--- src/rtl/fetch_controller_if.sv ---
// fetch_controller_if: request inputs and fetch-control outputs of the fetch controller
interface fetch_controller_if #(
  parameter int PC_WIDTH  = 32,
  parameter int CNT_WIDTH = 16
);
  logic                 start;
  logic                 halt;
  logic                 stall;
  logic                 br_taken;
  logic [PC_WIDTH-1:0]  br_target;
  logic                 jmp;
  logic [PC_WIDTH-1:0]  jmp_target;
  logic                 ce;
  logic                 change_pc;
  logic [PC_WIDTH-1:0]  pc;
  logic                 flush_if;
  logic                 flush_id;
  logic [2:0]           state;
  logic [CNT_WIDTH-1:0] redir_cnt;
  modport master (
    input  start, halt, stall, br_taken, br_target, jmp, jmp_target,
    output ce, change_pc, pc, flush_if, flush_id, state, redir_cnt
  );
  modport slave (
    output start, halt, stall, br_taken, br_target, jmp, jmp_target,
    input  ce, change_pc, pc, flush_if, flush_id, state, redir_cnt
  );
endinterface

--- src/rtl/fetch_controller.sv ---
// fetch_controller: sequences instruction fetch (boot, redirects, stalls, halt) and flush strobes
module fetch_controller #(
  parameter int                   PC_WIDTH  = 32,
  parameter logic [PC_WIDTH-1:0]  RESET_PC  = '0,
  parameter int                   CNT_WIDTH = 16
) (
  input logic               fc_clk,
  input logic               fc_rst,
  fetch_controller_if.master fc
);
  typedef enum logic [2:0] {IDLE, BOOT, RUN, STALL, REDIRECT, HALTED} state_t;
  state_t              state_q, nxt;
  logic [PC_WIDTH-1:0] nxt_pc;
  logic                nxt_fi, nxt_fd;
  always_comb begin
    nxt    = state_q;
    nxt_pc = fc.pc;
    nxt_fi = 1'b0;
    nxt_fd = 1'b0;
    case (state_q)
      IDLE: if (fc.start) begin
        nxt    = BOOT;
        nxt_pc = RESET_PC;
      end
      BOOT:     nxt = RUN;
      REDIRECT: nxt = fc.halt ? HALTED : RUN;
      HALTED:   nxt = fc.start ? RUN : HALTED;
      RUN, STALL: begin
        // branch outranks jump: the jump sits on the wrong path of the branch
        if (fc.halt) nxt = HALTED;
        else if (fc.br_taken) begin
          nxt    = REDIRECT;
          nxt_pc = fc.br_target;
          nxt_fi = 1'b1;
          nxt_fd = 1'b1;
        end else if (fc.jmp) begin
          nxt    = REDIRECT;
          nxt_pc = fc.jmp_target;
          nxt_fi = 1'b1;
        end else nxt = fc.stall ? STALL : RUN;
      end
      default: nxt = IDLE;
    endcase
  end
  always_ff @(posedge fc_clk) begin
    if (fc_rst) begin
      state_q      <= IDLE;
      fc.ce        <= 1'b0;
      fc.change_pc <= 1'b0;
      fc.pc        <= RESET_PC;
      fc.flush_if  <= 1'b0;
      fc.flush_id  <= 1'b0;
      fc.redir_cnt <= '0;
    end else begin
      state_q      <= nxt;
      fc.ce        <= nxt == RUN;
      fc.change_pc <= nxt == BOOT || nxt == REDIRECT;
      fc.pc        <= nxt_pc;
      fc.flush_if  <= nxt_fi;
      fc.flush_id  <= nxt_fd;
      fc.redir_cnt <= (nxt == REDIRECT && !(&fc.redir_cnt)) ? fc.redir_cnt + 1'b1 : fc.redir_cnt;
    end
  end
  assign fc.state = state_q;
endmodule
--- src/flat_wrapper.sv ---
// flat-port wrapper written by rule: the top's interface ports become plain ports
module fetch_controller_flat 
#(
  parameter int                   PC_WIDTH  = 32,
  parameter logic [PC_WIDTH-1:0]  RESET_PC  = '0,
  parameter int                   CNT_WIDTH = 16
)
  (fc_clk, fc_rst, fc_start, fc_halt, fc_stall, fc_br_taken, fc_br_target, fc_jmp, fc_jmp_target, fc_ce, fc_change_pc, fc_pc, fc_flush_if, fc_flush_id, fc_state, fc_redir_cnt);
  fetch_controller_if #(.PC_WIDTH(PC_WIDTH), .CNT_WIDTH(CNT_WIDTH)) fc_i ();
  input logic fc_clk;
  input logic fc_rst;
  input wire logic [$bits(fc_i.start)-1:0] fc_start;
  input wire logic [$bits(fc_i.halt)-1:0] fc_halt;
  input wire logic [$bits(fc_i.stall)-1:0] fc_stall;
  input wire logic [$bits(fc_i.br_taken)-1:0] fc_br_taken;
  input wire logic [$bits(fc_i.br_target)-1:0] fc_br_target;
  input wire logic [$bits(fc_i.jmp)-1:0] fc_jmp;
  input wire logic [$bits(fc_i.jmp_target)-1:0] fc_jmp_target;
  output wire logic [$bits(fc_i.ce)-1:0] fc_ce;
  output wire logic [$bits(fc_i.change_pc)-1:0] fc_change_pc;
  output wire logic [$bits(fc_i.pc)-1:0] fc_pc;
  output wire logic [$bits(fc_i.flush_if)-1:0] fc_flush_if;
  output wire logic [$bits(fc_i.flush_id)-1:0] fc_flush_id;
  output wire logic [$bits(fc_i.state)-1:0] fc_state;
  output wire logic [$bits(fc_i.redir_cnt)-1:0] fc_redir_cnt;
  assign fc_i.start = fc_start;
  assign fc_i.halt = fc_halt;
  assign fc_i.stall = fc_stall;
  assign fc_i.br_taken = fc_br_taken;
  assign fc_i.br_target = fc_br_target;
  assign fc_i.jmp = fc_jmp;
  assign fc_i.jmp_target = fc_jmp_target;
  assign fc_ce = fc_i.ce;
  assign fc_change_pc = fc_i.change_pc;
  assign fc_pc = fc_i.pc;
  assign fc_flush_if = fc_i.flush_if;
  assign fc_flush_id = fc_i.flush_id;
  assign fc_state = fc_i.state;
  assign fc_redir_cnt = fc_i.redir_cnt;
  fetch_controller #(.PC_WIDTH(PC_WIDTH), .RESET_PC(RESET_PC), .CNT_WIDTH(CNT_WIDTH)) u_core (.fc_clk(fc_clk), .fc_rst(fc_rst), .fc(fc_i));
endmodule
--- config.mk ---
export PLATFORM = sky130hd
export DESIGN_NAME = fetch_controller_flat
export DESIGN_NICKNAME = d
export VERILOG_FILES = /design/src/rtl/fetch_controller_if.sv /design/src/rtl/fetch_controller.sv /design/src/flat_wrapper.sv
export SDC_FILE = /design/constraint.sdc
export NUM_CORES = 1
export LEC_CHECK = 0
export ABC_CLOCK_PERIOD_IN_PS = 5700
export BUFFER_PORTS_ARGS = -buffer_cell sky130_fd_sc_hd__buf_2
export CAP_MARGIN = 10
export CORE_ASPECT_RATIO = 0.6
export CORE_MARGIN = 2
export CORE_UTILIZATION = 40
export CTS_BUF_LIST = sky130_fd_sc_hd__clkbuf_16
export CTS_CLUSTER_SIZE = 30
export DETAILED_ROUTE_END_ITERATION = 12
export PLACE_DENSITY_LB_ADDON = 0.25
export SLEW_MARGIN = 20
export SYNTH_ARGS = -nofsm -noshare
export SYNTH_HDL_FRONTEND = slang
export SYNTH_SLANG_ARGS = --single-unit
--- constraint.sdc ---
create_clock -name fc_clk -period 5.7 [get_ports fc_clk]
set_input_delay 1.71 -clock fc_clk [delete_from_list [all_inputs] [get_ports fc_clk]]
set_output_delay 1.71 -clock fc_clk [all_outputs]
set_load 0.02 [all_outputs]
==> results.cfg, run 1 <==
[status]
status = complete, no violations

[synthesis]
synth-edff-count = 0
synth_largest_area_cell = dfxtp_1
ys_warn_count = 0
ys_top_cells_by_area = dfxtp_1 44%, mux2i_1 13%, o2bb2ai_1 11%, a21oi_1 2.2%, mux2_2 1.8%
yosysSeqAreaShare_pct = 44.3
synth_ff_type = dfxtp_1
async_reset_ff_share_pct = 0
synth.avg_cell_area_um2 = 10.1
synthCells = 246
ys_seq_elements = 55
synthDistinctLibCells = 44
syn_area_mm2 = 0.00248
synth_top_area_share_pct = 44.3
syn-num-nets = 318

[global_route]
met1_usage_pct = 24.5
grt_pass1_wl_mm = 9.72
grtUsageTotal_pct = 17.7
top_usage_layer = met2
grt_max_degree = 34
antenna_found_initial = 0
overflow = 0
grt_pass1_vias = 2055
grtUsageMet3_pct = 6.54
global_route.usage.met2_pct = 26.2

[cts]
htree_levels = 2
cts_tree = done
post-cts-setup-buffer-count = 0
cts_resized = 0
path_clk_slew_ns = 0.06
postCtsHoldBufs = 0
cts_buffer_depth = 2
cts_root_buffer = clkbuf_16
clk_latency_ns = 0.28
cts_buffers = 5
clkSinkCount = 55

[worst_setup_path]
worstSetupPathType = in -> reg
cp-start-kind = input port
cp.arrival_ns = 3.39
worstPathRequired_ns = 5.90
rr_worst_depth = 4
critPathMaxFanout = 32
end_kind = flip-flop

[power_and_ir_drop]
switchingPower_w = 0.000203
p_comb_share_pct = 13.8
clock_power_share_pct = 38.9
leakagePower_nw = 1.52
total_power_w = 0.000854
vdd.ir_drop.worst_uv = 182
p_per_area_mw_per_mm2 = 257
p_sw_share_pct = 23.7
internal-power_w = 0.000652
seqPwrFrac_pct = 47.2

[detailed_routing]
avgViaCountPerCell = 5.26
via_count = 2358
drt_wl_total_mm = 6.22
postRouteAntennaNets = 0
initialDrtViolationCount = 118
first_pass_iters = 4
drc = 0
wl_per_cell_um = 13.9

[timing]
timing.final.crit_share_pct = 55.9
min_period_ns = 3.18
fin_ws_ns = 2.52
hold_viol = 0
setup_viol = 0
fin_setup_tns_ns = 0
drv_slew = 0
holdWs_ns = 0.456
fmax_mhz = 314
worst_pin_slew_ns = 0.902
rsz0062_at_grt = false
slew_headroom_pct = 39.9
clock_skew_ns = 0.00540

[placement]
portBuffers = 125
routabilityCongestion = 0.809
dp_slack_ns = 2.22
dp_hpwl_mm = 4.53

[floorplanning]
io_pins = 126
core_area_mm2 = 0.00606
start_util_pct = 41.0
die_h_um = 65.1
rows = 22
fp.dieW_um = 106
die_area_mm2 = 0.00688

[finish]
syn_to_final_growth_pct = 33.9
layout_commonest_cell = buf_2
antenna_cells = 0
drive_gt1_share_pct = 40.1
final_cell_mix = 125 x buf_2, 55 x dfxtp_1, 33 x mux2i_1, 32 x o2bb2ai_1, 11 x a21oi_1
post-route-util_pct = 55.0
num-nets-final = 435

[worst_hold_path]
holdPathStages = 1
min_path_type = reg -> reg

[run]
cap_violations = 0
[power by group through the flow]
| stage | clock network, W | logic (W) | registers (W) |
|---|---|---|---|
| finish | 0.000333 | 0.000118 | 0.000404 |
| global route | 0.000359 | 0.000129 | 0.000405 |
| global placement | 0 | 0.000118 | 0.000412 |
| detailed placement | 0 | 0.000119 | 0.000412 |
| CTS | 0.000343 | 0.000119 | 0.000404 |
| floorplan | 0 | 0.0000576 | 0.000426 |
[flip-flops by register name, summed over array words and instances, names as in the netlist]
signal,flops
u_core.fc.ce,1
u_core.fc.pc,32
u_core.fc.flush_if,1
u_core.fc.flush_id,1
u_core.fc.state,3
u_core.fc.redir_cnt,16
u_core.fc.change_pc,1
[cells in the mapped netlist (3+ instances only)]
cell and instances:
nand2_1 9, nor2_1 7, nand3_1 6, inv_1 7, a21oi_1 11, mux2_2 4, nand2b_1 3, nor2b_1 5
a31oi_1 4, nand4_1 4, or4_1 6, and3_1 3, nor3_1 6, o31ai_1 6, dfxtp_1 55, buf_2 3
mux2i_1 33, o2bb2ai_1 32, o21ai_0 4, clkbuf_1 9
[cell families after synthesis]
group                    synth area share, %
adder cells (fa/ha/maj)                0.503
AND/OR/NAND/NOR                         15.1
AO/OA/AOI/OAI                           20.9
multiplexers                            15.1
buffers and inverters                   4.08
flip-flops                              44.3
[final cells by class]
cell class                      instances  area, µm²
Timing Repair Buffer                  126        633
Fill cell                             568       2730
Clock buffer                            5        125
Inverter                                7       26.3
Multi-Input combinational cell        168       1300
Tap cell                               84        105
Sequential cell                        55       1100
Clock inverter                          3       38.8
[path summary, 6_finish.rpt]
check,slack [ns],start,end
setup / recovery,2.52,fc_br_taken,u_core.fc.pc[30]$_SDFFE_PP0P_
setup reg to reg,3.46,u_core.fc.state[1]$_SDFF_PP0_,u_core.fc.pc[30]$_SDFFE_PP0P_
hold reg to reg,0.46,u_core.fc.pc[25]$_SDFFE_PP0P_,u_core.fc.pc[25]$_SDFFE_PP0P_
hold / removal,0.46,u_core.fc.pc[25]$_SDFFE_PP0P_,u_core.fc.pc[25]$_SDFFE_PP0P_
[worst max-delay path, cell delays in order]
cell and delay (ns):
buf_2 0.16, nor3_1 0.31, o21ai_0 0.22, a31oi_4 0.79, o2bb2ai_1 0.19
[through the flow]
step / instances / instance area, µm²
after global placement: 440 / 3160
after detailed placement: 440 / 3160
final: 448 / 3330
after global routing: 448 / 3330
after floorplan: 246 / 2480
after CTS: 448 / 3330
[layer usage]
layer / part of all wire [%] / vias up / wire (µm)
li1: - / 1172 / -
met1: 48 / 1073 / 2970
met2: 42 / 111 / 2580
met3: 10 / 2 / 643
met4: 0.31 / 0 / 19
met5: 0 / - / 0
(Power assumes the default switching activity.)
==> run 2, diff against run 1 <==
- ABC_CLOCK_PERIOD_IN_PS: 5700 -> 2800
- clock period: 5.7 -> 2.8 ns (I/O delays scaled with it)
==> run 2 against run 1 <==
  * Global-route usage rose by 0.77 points
  * Cell count rose by 0.22%
  * Utilization fell by 0.27 points
  * Non-clock buffer count rose by 2
  * Combinational power rose by 100%
  * Critical path type unchanged
  * Highest routed layer unchanged
==> results.cfg, run 2 (synthesis gave the netlist of run 1 again) <==
[global_route]
grt_pass1_wl_mm = 10.1
grtUsageTotal_pct = 18.5
grt_max_degree = 33
grt_pass1_vias = 2088
overflow = 0
antenna_found_initial = 0

[power_and_ir_drop]
vdd.ir_drop.worst_uv = 238
p_comb_share_pct = 14.7
leakagePower_nw = 1.51
p_sw_share_pct = 24.8
clock_power_share_pct = 35.1
switchingPower_w = 0.000407
p_per_area_mw_per_mm2 = 495
internal-power_w = 0.00123
total_power_w = 0.00164
seqPwrFrac_pct = 50.2

[worst_setup_path]
crit_chain = buf_2 -> nor3_1 -> o21ai_0 -> a31oi_4 -> o2bb2ai_1
cp.arrival_ns = 2.47
max_stage_delay_ns = 0.78
worstPathRequired_ns = 3.01
end_kind = flip-flop
crit_family = compound AO/OA/AOI/OAI gates
critPathMaxFanout = 32
r2r_slack_ns = 0.57
crit_buf_inv = 1
cp-start-kind = input port
worstSetupPathType = in -> reg
crit_slowest_cell = a31oi_4

[timing]
timing.final.crit_share_pct = 80.8
holdWs_ns = 0.459
hold_viol = 0
fmax_mhz = 442
fin_ws_ns = 0.539
clock_skew_ns = 0.00323
slew_headroom_pct = 40.8
rsz0062_at_grt = false
setup_viol = 0
drv_slew = 0
fin_setup_tns_ns = 0
worst_pin_slew_ns = 0.888
min_period_ns = 2.26

[detailed_routing]
via_count = 2304
first_pass_iters = 4
met1_length_mm = 3.15
top_layer_used = met4
postRouteAntennaNets = 0
initialDrtViolationCount = 65
drc = 0
met3WireLength_um = 471
drt_wl_total_mm = 6.13
avgViaCountPerCell = 5.13
wl_per_cell_um = 13.7
dr_wl_met2_mm = 2.46

[cts]
path_clk_slew_ns = 0.06
cts_tree = done
cts_root_buffer = clkbuf_16
postCtsHoldBufs = 0
cts_buffer_depth = 2
clkSinkCount = 55
htree_levels = 2
cts_resized = 0
clk_latency_ns = 0.28
post-cts-setup-buffer-count = 0
cts_buffers = 5

[finish]
largest_reg_flops = 32
top_register = u_core.fc.pc
post-route-util_pct = 54.7
layout_commonest_cell = buf_2
drive_gt1_share_pct = 40.0
multi_input_area_mm2 = 0.00130
fillers = 570
antenna_cells = 0
syn_to_final_growth_pct = 33.3
num-nets-final = 437
final_cell_mix = 125 x buf_2, 55 x dfxtp_1, 33 x mux2i_1, 32 x o2bb2ai_1, 11 x a21oi_1
seq_area_mm2 = 0.00110

[placement]
dp_hpwl_mm = 4.69
routabilityCongestion = 0.836
dp_slack_ns = 0.233
portBuffers = 125

[floorplanning]
start_util_pct = 41.0
die_h_um = 65.1
rows = 22
fp.dieW_um = 106
core_area_mm2 = 0.00606
io_pins = 126
die_area_mm2 = 0.00688

[run]
cap_violations = 0

[status]
status = complete, no violations

[worst_hold_path]
min_path_type = reg -> reg
==> run 2: cell types whose count changed in the layout (fill, tap and decap cells not counted) <==
cell	delta
or3_1	+1
bufinv_16	-1
or3_2	-1
buf_4	+2
==> run 2: layer usage <==
metal  global-route usage, %  vias to the layer above
li1                        -                     1177
met1                    26.9                     1041
met2                    26.4                       81
met3                    5.63                        5
met4                    4.93                        0
met5                       0                        -
==> run 2: stage by stage <==
step / instance area, µm² / cells
finish: 3310 / 449
floorplan: 2480 / 246
CTS: 3310 / 449
detailed placement: 3180 / 442
global route: 3310 / 449
global placement: 3180 / 442
==> run 2: power groups by stage <==
stage | clock network, W | registers [W] | logic [W]
final | 0.000576 | 0.000823 | 0.000241
after global routing | 0.000637 | 0.000825 | 0.000265
after CTS | 0.000596 | 0.000822 | 0.000244
after detailed placement | 0 | 0.000840 | 0.000244
after global placement | 0 | 0.000840 | 0.000241
after floorplan | 0 | 0.000866 | 0.000117
==> run 2: path summary, 6_finish.rpt <==
kind / end / startpoint / depth (start not counted)
max: u_core.fc.pc[27]$_SDFFE_PP0P_ / fc_br_taken / 5
min: u_core.fc.pc[14]$_SDFFE_PP0P_ / u_core.fc.pc[14]$_SDFFE_PP0P_ / 1
max reg2reg: u_core.fc.pc[27]$_SDFFE_PP0P_ / u_core.fc.state[1]$_SDFF_PP0_ / 4
min reg2reg: u_core.fc.pc[14]$_SDFFE_PP0P_ / u_core.fc.pc[14]$_SDFFE_PP0P_ / 1
==> run 2: final cells by class <==
cell class,count,area share [%]
multi-input cells,168,39.2
flip-flops and latches,55,33.2
repair buffers,128,19.6
clock buffers,5,3.78
well taps,84,3.17
inverters,7,0.793
clock inverters,2,0.264
==> run 2: worst reg2reg max path: stages (launching register included) <==
cell and delay [ns]:
dfxtp_1 0.49, nor2b_1 0.42, o21ai_0 0.30, a31oi_4 0.76, o2bb2ai_1 0.20
==> run 3, diff against run 2 <==
- ABC_CLOCK_PERIOD_IN_PS: 2800 -> 1950
- clock period: 2.8 -> 1.95 ns (I/O delays scaled with it)
==> run 3 against run 2 <==
  * Global-route usage is 0.78 points higher
  * Clock-buffer cell count stayed put
  * Sequential power is 43% higher
  * Cell count is 3.8% higher
  * Critical path depth is 1 higher
  * Sequential cell count stayed put
  * Clock skew is 0.0034 ns higher
  * Combinational power is 69% higher
  * Via count is 5.3% higher
  * Sequential share of layout area is 1.7 points lower
  * Die area stayed put
  * Critical path type unchanged
==> results.cfg, run 3 (synthesis gave the netlist of run 1 again) <==
[global_route]
grtUsageMet3_pct = 5.53
overflow = 0
top_usage_layer = met2
grtUsageTotal_pct = 19.3
antenna_found_initial = 0
grt_pass1_wl_mm = 10.6
grt_pass1_vias = 2237
global_route.usage.met2_pct = 28.4
grt_max_degree = 34
met1_usage_pct = 27.8

[timing]
drv_slew = 0
min_period_ns = 1.83
clock_skew_ns = 0.00666
worst_pin_slew_ns = 0.505
fin_ws_ns = 0.116
rsz0062_at_grt = false
fmax_mhz = 545
timing.final.crit_share_pct = 94.1
slew_headroom_pct = 66.3
hold_viol = 0
setup_viol = 0

[placement]
dp_slack_ns = -0.178
dp_hpwl_mm = 5.04
portBuffers = 125
dp.cells = 458
routabilityCongestion = 0.822

[cts]
path_clk_slew_ns = 0.06
cts_resized = 0
post-cts-setup-buffer-count = 0
clk_latency_ns = 0.29
htree_levels = 2
clkSinkCount = 55
cts_buffer_depth = 2
cts_root_buffer = clkbuf_16
cts_buffers = 5
cts_tree = done
postCtsHoldBufs = 0

[detailed_routing]
via_count = 2427
drc = 0
drt_wl_total_mm = 6.55
avgViaCountPerCell = 5.21
postRouteAntennaNets = 0
wl_per_cell_um = 14.1
initialDrtViolationCount = 62
first_pass_iters = 4

[worst_setup_path]
cp-start-kind = input port
critPathMaxFanout = 19
rr_worst_depth = 5
reg2reg_from = u_core.fc.state[2]$_SDFF_PP0_
r2r_slack_ns = 0.12
max_stage_delay_ns = 0.62
worstPathRequired_ns = 2.11
worstSetupPathType = in -> reg
cp.arrival_ns = 2.00
crit_slowest_cell = or4b_2
r2r-end = u_core.fc.pc[9]$_SDFFE_PP0P_
crit_family = simple AND/OR/NAND/NOR gates
crit_buf_inv = 2
crit_chain = buf_2 -> or4b_2 -> o21ai_1 -> a31oi_4 -> buf_12 -> o2bb2ai_1
end_kind = flip-flop

[floorplanning]
rows = 22
start_util_pct = 41.0
core_area_mm2 = 0.00606
io_pins = 126
die_area_mm2 = 0.00688
fp.dieW_um = 106
die_h_um = 65.1

[finish]
antenna_cells = 0
post-route-util_pct = 57.6
final_cell_mix = 125 x buf_2, 55 x dfxtp_1, 33 x mux2i_1, 32 x o2bb2ai_1, 17 x buf_4
drive_gt1_share_pct = 43.2
syn_to_final_growth_pct = 40.3
layout_commonest_cell = buf_2
largest_reg_flops = 32
instances_no_fill = 466
top_register = u_core.fc.pc
num-nets-final = 453

[power_and_ir_drop]
vdd.ir_drop.worst_uv = 406
leakagePower_nw = 1.60
p_per_area_mw_per_mm2 = 698

[worst_hold_path]
holdPathEnd = u_core.fc.pc[8]$_SDFFE_PP0P_
min_path_type = reg -> reg
min_from = u_core.fc.pc[8]$_SDFFE_PP0P_
holdPathStages = 1

[status]
status = complete, no violations

[run]
cap_violations = 0
## run 3: per-layer routing
layer  up-vias  wire [µm]
met2        94       2610
met1      1111       3380
met4         0         40
met3         5        521
met5         -          0
li1       1217          -
## run 3: per-stage QoR
| step | setup TNS (ns) | hold WS (ns) | cell area, µm² | power [W] |
|---|---|---|---|---|
| finish | 0 | 0.455 | 3490 | 0.00243 |
| global route | 0 | 0.471 | 3490 | 0.00255 |
| CTS | 0 | 0.462 | 3480 | 0.00246 |
| detailed placement | -5.98 | 0.441 | 3340 | 0.00161 |
| global placement | -5.71 | 0.441 | 3340 | 0.00160 |
| floorplan | -0.00115 | 0.547 | 2510 | 0.00142 |
## run 3: final cells by class
type                    count  area, µm²
clock buffers               5        125
clock inverters             3       15.0
fillers                   566       2570
inverters                   7       26.3
multi-input cells         168       1320
flip-flops and latches     55       1100
well taps                  84        105
repair buffers            144        793
## run 3: report_power, final
part / switching (W) / total [W] / leakage [nW] / internal (W)
combinational: 0.000215 / 0.000407 / 1.09 / 0.000191
sequential: 0.0000206 / 0.00118 / 0.444 / 0.00116
clock: 0.000383 / 0.000851 / 0.0649 / 0.000467
## run 3: worst max path at each step
stage | cells past startpoint | start | endpoint | slack [ns]
finish | 6 | fc_start | u_core.fc.pc[9]$_SDFFE_PP0P_ | 0.12
CTS | 5 | u_core.fc.state[2]$_SDFF_PP0_ | u_core.fc.pc[9]$_SDFFE_PP0P_ | 0.09
floorplan | 5 | fc_halt | u_core.fc.redir_cnt[11]$_SDFFE_PP0P_ | -0.001
detailed placement | 6 | fc_start | u_core.fc.pc[9]$_SDFFE_PP0P_ | -0.18
global route | 7 | u_core.fc.state[1]$_SDFF_PP0_ | u_core.fc.pc[10]$_SDFFE_PP0P_ | 0.005
global placement | 6 | fc_start | u_core.fc.pc[5]$_SDFFE_PP0P_ | -0.17
